`config.mk`:
```
export PLATFORM = sky130hd
export DESIGN_NAME = vga_timing_480p
export DESIGN_NICKNAME = d
export VERILOG_FILES = /design/src/rtl/vga_pkg.sv /design/src/rtl/vga_delay_line.sv /design/src/rtl/vga_timing_480p.sv
export SDC_FILE = /design/constraint.sdc
export NUM_CORES = 1
export LEC_CHECK = 0
export ABC_AREA = 1
export CORE_UTILIZATION = 25
export DETAILED_ROUTE_END_ITERATION = 6
export GPL_TIMING_DRIVEN = 0
export PLACE_DENSITY = 0.46
export SLEW_MARGIN = 10
export SYNTH_ARGS = -nofsm -noshare
export SYNTH_HDL_FRONTEND = slang
export SYNTH_SLANG_ARGS = --single-unit
export TNS_END_PERCENT = 5
```
`constraint.sdc`:
```
create_clock -name clk -period 1.64 [get_ports clk]
set_clock_uncertainty 0.05 [all_clocks]
set_input_delay 0.164 -clock clk [delete_from_list [all_inputs] [get_ports clk]]
set_output_delay 0.164 -clock clk [all_outputs]
set_load 0.005 [all_outputs]
```
`src/rtl/vga_pkg.sv`:
```
// 640x480p60 timing constants and shared helpers for the VGA timing block.
package vga_pkg;

  localparam int VGA_H_ACTIVE = 640;
  localparam int VGA_H_FP     = 16;
  localparam int VGA_H_SYNC   = 96;
  localparam int VGA_H_BP     = 48;
  localparam int VGA_V_ACTIVE = 480;
  localparam int VGA_V_FP     = 10;
  localparam int VGA_V_SYNC   = 2;
  localparam int VGA_V_BP     = 33;
  localparam int VGA_H_TOTAL  = VGA_H_ACTIVE + VGA_H_FP + VGA_H_SYNC + VGA_H_BP;
  localparam int VGA_V_TOTAL  = VGA_V_ACTIVE + VGA_V_FP + VGA_V_SYNC + VGA_V_BP;
  localparam int VGA_CW       = 10;
  localparam bit VGA_SYNC_POL = 1'b0;

  typedef logic [VGA_CW-1:0] coord_t;

  function automatic logic in_span(input int v, input int lo, input int hi);
    return (v >= lo) && (v <= hi);
  endfunction

endpackage

```
`src/rtl/vga_delay_line.sv`:
```
// Enable-gated shift register with a configurable reset value; used to
// retime de/hsync/vsync behind the pixel coordinates.
module vga_delay_line
  import vga_pkg::*;
#(
  parameter int               WIDTH   = 1,
  parameter int               DEPTH   = 2,
  parameter logic [WIDTH-1:0] RST_VAL = '0
) (
  input  logic             clk,
  input  logic             reset,
  input  logic             en,
  input  logic [WIDTH-1:0] din,
  output logic [WIDTH-1:0] dout
);

  logic [DEPTH-1:0][WIDTH-1:0] stg;

  always_ff @(posedge clk) begin
    if (reset) begin
      stg <= {DEPTH{RST_VAL}};
    end else if (en) begin
      stg[0] <= din;
      for (int i = 1; i < DEPTH; i++) stg[i] <= stg[i-1];
    end
  end

  assign dout = stg[DEPTH-1];

endmodule

```
`src/rtl/vga_timing_480p.sv`:
```
// 640x480p60 display timing generator. Define VGA_TIMING_PIPE_EN to delay
// de/hsync/vsync by PIPE_LAT enabled cycles behind sx/sy/line/frame.
module vga_timing_480p
  import vga_pkg::*;
#(
`ifdef VGA_TIMING_PIPE_EN
  parameter int PIPE_LAT = 2,
`endif
  parameter int H_ACTIVE = VGA_H_ACTIVE,
  parameter int H_FP     = VGA_H_FP,
  parameter int H_SYNC   = VGA_H_SYNC,
  parameter int H_BP     = VGA_H_BP,
  parameter int V_ACTIVE = VGA_V_ACTIVE,
  parameter int V_FP     = VGA_V_FP,
  parameter int V_SYNC   = VGA_V_SYNC,
  parameter int V_BP     = VGA_V_BP,
  parameter bit SYNC_POL = VGA_SYNC_POL,
  parameter int CW       = VGA_CW
) (
  input  logic          clk,
  input  logic          reset,
  input  logic          en,
  output logic [CW-1:0] sx,
  output logic [CW-1:0] sy,
  output logic          de,
  output logic          hsync,
  output logic          vsync,
  output logic          line,
  output logic          frame
);

  localparam int H_TOTAL = H_ACTIVE + H_FP + H_SYNC + H_BP;
  localparam int V_TOTAL = V_ACTIVE + V_FP + V_SYNC + V_BP;
  localparam int HS_LO   = H_ACTIVE + H_FP;
  localparam int VS_LO   = V_ACTIVE + V_FP;

  logic [CW-1:0] sx_nxt, sy_nxt;
  logic          h_wrap, de_nxt, hs_nxt, vs_nxt;
  logic          de_q, hs_q, vs_q;

  // Decode from the next coordinates so registered outputs line up with sx/sy.
  always_comb begin
    h_wrap = (sx == CW'(H_TOTAL - 1));
    sx_nxt = h_wrap ? '0 : sx + CW'(1);
    sy_nxt = sy;
    if (h_wrap) sy_nxt = (sy == CW'(V_TOTAL - 1)) ? '0 : sy + CW'(1);
    de_nxt = in_span(int'(sx_nxt), 0, H_ACTIVE - 1) && in_span(int'(sy_nxt), 0, V_ACTIVE - 1);
    hs_nxt = in_span(int'(sx_nxt), HS_LO, HS_LO + H_SYNC - 1) ? SYNC_POL : ~SYNC_POL;
    vs_nxt = in_span(int'(sy_nxt), VS_LO, VS_LO + V_SYNC - 1) ? SYNC_POL : ~SYNC_POL;
  end

  always_ff @(posedge clk) begin
    if (reset) begin
      sx    <= CW'(H_TOTAL - 1);
      sy    <= CW'(V_TOTAL - 1);
      de_q  <= 1'b0;
      hs_q  <= ~SYNC_POL;
      vs_q  <= ~SYNC_POL;
      line  <= 1'b0;
      frame <= 1'b0;
    end else if (en) begin
      sx    <= sx_nxt;
      sy    <= sy_nxt;
      de_q  <= de_nxt;
      hs_q  <= hs_nxt;
      vs_q  <= vs_nxt;
      line  <= (sx_nxt == '0);
      frame <= (sx_nxt == '0) && (sy_nxt == '0);
    end else begin
      line  <= 1'b0;
      frame <= 1'b0;
    end
  end

`ifdef VGA_TIMING_PIPE_EN
  vga_delay_line #(
    .WIDTH  (3),
    .DEPTH  (PIPE_LAT),
    .RST_VAL({1'b0, ~SYNC_POL, ~SYNC_POL})
  ) u_dly (
    .clk  (clk),
    .reset(reset),
    .en   (en),
    .din  ({de_q, hs_q, vs_q}),
    .dout ({de, hsync, vsync})
  );
`else
  assign de    = de_q;
  assign hsync = hs_q;
  assign vsync = vs_q;
`endif

endmodule

```
======== Yosys cells after proc, flatten, opt, wreduce, memory -nomap -nowiden ========
Index checks and enable logic that the tools add are counted.
storage, ports and cells
  register bits after elaboration ......... 25
  bits of input ports ..................... 3
  output and inout port bits .............. 25
  logic and storage cells ................. 30
operators by class
  add/sub/neg operators ................... 2
  order comparisons ....................... 6
  equal/unequal tests ..................... 2
  muxes and demuxes ....................... 5
  bitwise operators ....................... 1
  reduce and logical (&&, ||, !) cells .... 7
operators with widths
  cell                                                                                   number
  10-bit two-way mux                                                                     3
  10-bit by 1-bit adder with 10-bit output (second input constant)                       2
  10-bit == test (second input constant)                                                 2
  10-bit less-or-equal comparator (second input constant)                                2
  10-bit by 9-bit less-or-equal comparator with 1-bit output (second input constant)     2
  10-bit zero test                                                                       2
  10-bit greater-or-equal comparator (second input constant)                             1
  10-bit by 9-bit greater-or-equal comparator with 1-bit output (second input constant)  1
  1-bit logical AND                                                                      4
  1-bit two-way mux                                                                      2
  2-bit OR reduction                                                                     1
  1-bit inverter                                                                         1

======== Depth between registers and ports, before layout ========
  depth in word-level cells ............... 6
  depth in mapped cells ................... 13
  gate-level depth less buffers ........... 13

======== Worst setup path after synthesis ========
OpenSTA, ideal clock, no wires.
  path kind ............................... flip-flop to flip-flop
  start point ............................. register sx[1]
  end point ............................... register de_q, in the netlist de
  data arrival time ....................... 1.548 ns
  setup slack ............................. -0.091 ns
  cell stages (with the launch flop) ...... 12
  clock period less this slack ............ 1.731 ns
  cell sequence ........................... dfxtp_1 > ha_1 > nand2_2 > nor2_4 > inv_2 > nor2_4 > buf_6 > nand3_2 > nand2_1 > nand3_1 > o21ai_0 > a21oi_1
between the ends
  word-level cells in the longest chain between the ends .. 4
RTL lines
  element                                                                                                        RTL line                                      source
  start, declared                                                                                                vga_timing_480p.sv:23                         output logic [CW-1:0] sx,
  start signal, assigned                                                                                         vga_timing_480p.sv:54                         sx <= CW'(H_TOTAL - 1);
  start signal, assigned                                                                                         vga_timing_480p.sv:62                         sx <= sx_nxt;
  10-bit by 1-bit adder with 10-bit output or 10-bit == test (tied branches)                                     vga_timing_480p.sv:44, vga_timing_480p.sv:43
  10-bit two-way mux (on tied branches)                                                                          vga_timing_480p.sv:44, vga_timing_480p.sv:46
  10-bit less-or-equal comparator or 10-bit by 9-bit less-or-equal comparator with 1-bit output (tied branches)  vga_pkg.sv:20                                 return (v >= lo) && (v <= hi);
  1-bit logical AND (*)                                                                                          vga_timing_480p.sv:47                         de_nxt = in_span(int'(sx_nxt), 0, H_ACTIVE - 1) && in_span(int'(sy_nxt), 0, V_ACTIVE - 1);
  end signal, assigned                                                                                           vga_timing_480p.sv:64                         de_q <= de_nxt;
  end, declared                                                                                                  vga_timing_480p.sv:39                         logic de_q, hs_q, vs_q;
Mark *: on every way between the ends. The rest lies on a longest branch, timed or not.
A chain may end at the register's enable or synchronous reset.

======== Final worst setup path ========
  start point ............................. register sx[1]
  end point ............................... register frame
between the ends
  word-level cells in the longest chain between the ends .. 4
RTL lines
  element                                                                     RTL line                                      source
  10-bit by 1-bit adder with 10-bit output or 10-bit == test (tied branches)  vga_timing_480p.sv:44, vga_timing_480p.sv:43
  10-bit two-way mux (on tied branches)                                       vga_timing_480p.sv:44, vga_timing_480p.sv:46
  10-bit zero test                                                            vga_timing_480p.sv:68                         frame <= (sx_nxt == '0) && (sy_nxt == '0);
  1-bit logical AND (*)                                                       vga_timing_480p.sv:68
  end signal, assigned                                                        vga_timing_480p.sv:68
  end, declared                                                               vga_timing_480p.sv:29                         output logic frame
Marked as above.

==> flow_summary.toml <==
[status]
violations = "negative setup slack"
outcome = "complete, but fails checks"

[synth]
synth_ff_type = "dfxtp_1"
avgSynthCellArea_um2 = 6.11
yosysTopAreaCellShare_pct = 30.3
synth-edff-count = 0
syn_nets = 277
synth_top_area_cell = "dfxtp_1"
ys_top_cells_by_count = "nand2_1, inv_1, nor2_1"
synth_cells = 270
synthDistinctLibCells = 24
ys_ff_latch = 25
ys_top_cells_by_area = "dfxtp_1, nand2_1, nand3_1, inv_1, o21ai_0"
synth.most_common_cell = "nand2_1"
synthArstFlopShare_pct = 0
yosysWarningCount = 0
syn_area_um2 = 1650
ys_seq_area_share_pct = 30.3

[setup_path]
required_ns = 1.80
r2r_setup_slack_ns = -0.15
ff2ff_path_depth = 13
critPathLaunchType = "register"
path_max_fanout = 5
r2r-start = "sx[1]"
crit_type = "reg2reg"
cp-end-kind = "register"
r2r-end = "frame"
worstPathArrival_ns = 1.94

[sta]
fin_crit_sh_pct = 109
timing.fmax_ghz = 0.560
layout_setup_ws_ns = -0.145
hold_violations = 0
relSlewSlack_pct = 58.0
timing.hold.ws_ns = 0.299
finalSetupViolCount = 8
min_period_ns = 1.79
drv_slew = 0
max_slew.worst_pin.slew_ns = 0.631
rsz0062_at_grt = "true"

[layout]
final_nets = 319
n_antenna_cell = 0
synthToLayoutAreaGrowth_pct = 46.4
final_core_util_pct = 38.0
final_layout_size_suffix_gt1_share_pct = 28.6

[worst_hold_path]
worstHoldStart = "en"
hold_depth = 3
min_path_type = "in2reg"
min_to = "sx[2]"

[routing]
firstDrtPassIters = 4
drtIter0Drc = 93
num_vias = 1855
drc_errors = 0
wl_per_cell_um = 13.5
viasPerCell = 4.78
drtAntennaViolNets = 0
routed_wl_um = 5250

[die]
fp.dieArea_um2 = 6920
initial_core_util_pct = 26.0
core_um2 = 6350
fp.dieW_um = 83.2
io_pins = 28
die_h_um = 83.2
rows = 29

[global_route]
met2_usage_pct = 27.2
grt_max_degree = 14
antenna_found_initial = 0
grt_pass1_vias = 1806
grtUsageMet3_pct = 2.09
use_met1_pct = 19.6
overflow = 0
grt_pass1_wl_um = 8690
top_usage_layer = "met2"
grt_usage_pct = 15.5

[placement]
dp_slack_ns = -0.330
hpwl_um = 3730
place_congestion = 0.838
portBuffers = 25

[pwr]
swShare_pct = 36.3
p_comb_share_pct = 36.4
power_frac_seq_pct = 41.7
p_total_uw = 1740
p_int_uw = 1110
p_switching_uw = 633
p_per_area_nw_per_um2 = 722
p_leak_uw = 0.00104
pwr-share-clk_pct = 21.9
ir_worst_vdd_v = 0.000365

[cts]
cts_buffer_depth = 2
cts.sinks = 25
cts_tree = "done"
cts_root_buffer = "clkbuf_8"
cts_buffers = 3
hold_buffers = 0
path_clk_slew_ns = 0.10
htreeDepth = 1
clock_latency_ns = 0.27

[run]
cap_viol_max_count = 0
[layout make-up]
cell class,instances,area [um^2]
plain buffers,9,52.6
clock buffers,4,45.0
fillers,679,3940
inverters,35,134
multi-input cells,200,1190
flip-flops and latches,25,523
well taps,77,96.3
repair buffers,38,377
[flip-flops by register name (all words and copies together), names as in the netlist]
signal / cells
sx: 10
sy: 10
de: 1
frame: 1
hsync: 1
line: 1
vsync: 1
[power by group through the flow]
stage	sequential (uW)	clock, uW	combinational [uW]
3_5_place_dp	733	0	474
3_3_place_gp	735	0	476
6_report	726	382	634
2_1_floorplan	721	0	304
5_1_grt	737	430	692
4_1_cts	720	402	560
[logic make-up (layout without fill, tap and decap cells)]
family                     count (synthesis)  in the layout  share of synthesized area [%]
adders and majority gates                  4              4                           3.04
DFF                                       25             25                           30.3
AOI/OAI and AO/OA                         49             49                           15.6
and+or+nand+nor                          146            146                           39.7
xor gates and xnor gates                   1              1                          0.531
buffers and inverters                     45             86                           10.8
[metal layers]
metal,vias up,wire length [um]
li1,963,-
met1,855,2510
met2,33,2560
met3,4,132
met4,0,44
met5,-,0
[per-stage QoR]
step | instance area [um^2] | setup TNS (ns) | instances
2_1_floorplan | 1670 | 0 | 270
3_3_place_gp | 2010 | -2.85 | 372
3_5_place_dp | 2010 | -2.55 | 372
4_1_cts | 2240 | -0.293 | 385
5_1_grt | 2410 | -1.78 | 388
6_report | 2410 | -0.556 | 388
[how the worst max path moves through the flow]
stage / from / end / cells past startpoint
floorplan: sx[1] / vsync / 13
global placement: sx[8] / vsync / 12
detailed placement: sy[0] / vsync / 13
CTS: sx[0] / vsync / 13
global route: sx[1] / frame / 11
finish: sx[1] / frame / 13
[critical path: stages (launching register included)]
cell and delay [ns]:
dfxtp_4 0.37, ha_4 0.15, nand2_4 0.06, nor2_4 0.13, buf_6 0.11, nand4_4 0.14, buf_8 0.18, nand2_2 0.05
nand2_2 0.06, inv_2 0.06, nand2_2 0.06, nor2_4 0.13, nand3_2 0.07, nor2_1 0.09
[timing repair]
| action | CTS | global route |
|---|---|---|
| endpoints found under the setup margin | 13 | 15 |
| buffers inserted | 8 | 3 |
| resized for setup | 40 | 42 |
| pin swaps | 13 | 15 |
| gates cloned | 1 | 1 |
[placed cells by master (no fill, tap or decap), types with 2 or more instances in the layout]
master           count
o21ai_2              5
clkbuf_1             8
dfxtp_2              9
inv_2                4
a21oi_2              2
dfxtp_4              3
inv_1               30
nand2_1             55
clkdlybuf4s50_1     25
nor2_4               5
ha_4                 2
clkbuf_8             3
nor2_1              19
a21oi_1             17
nand2_2             13
nor2_2              10
buf_4                9
nand2_4              4
nand3_2              7
o21ai_0             17
buf_6                4
nand3_1             20
nand4_1              9
dfxtp_1             13
o21ai_1              3
o211ai_1             3
nor3_2               2
Power figures use the tool's default switching activity.
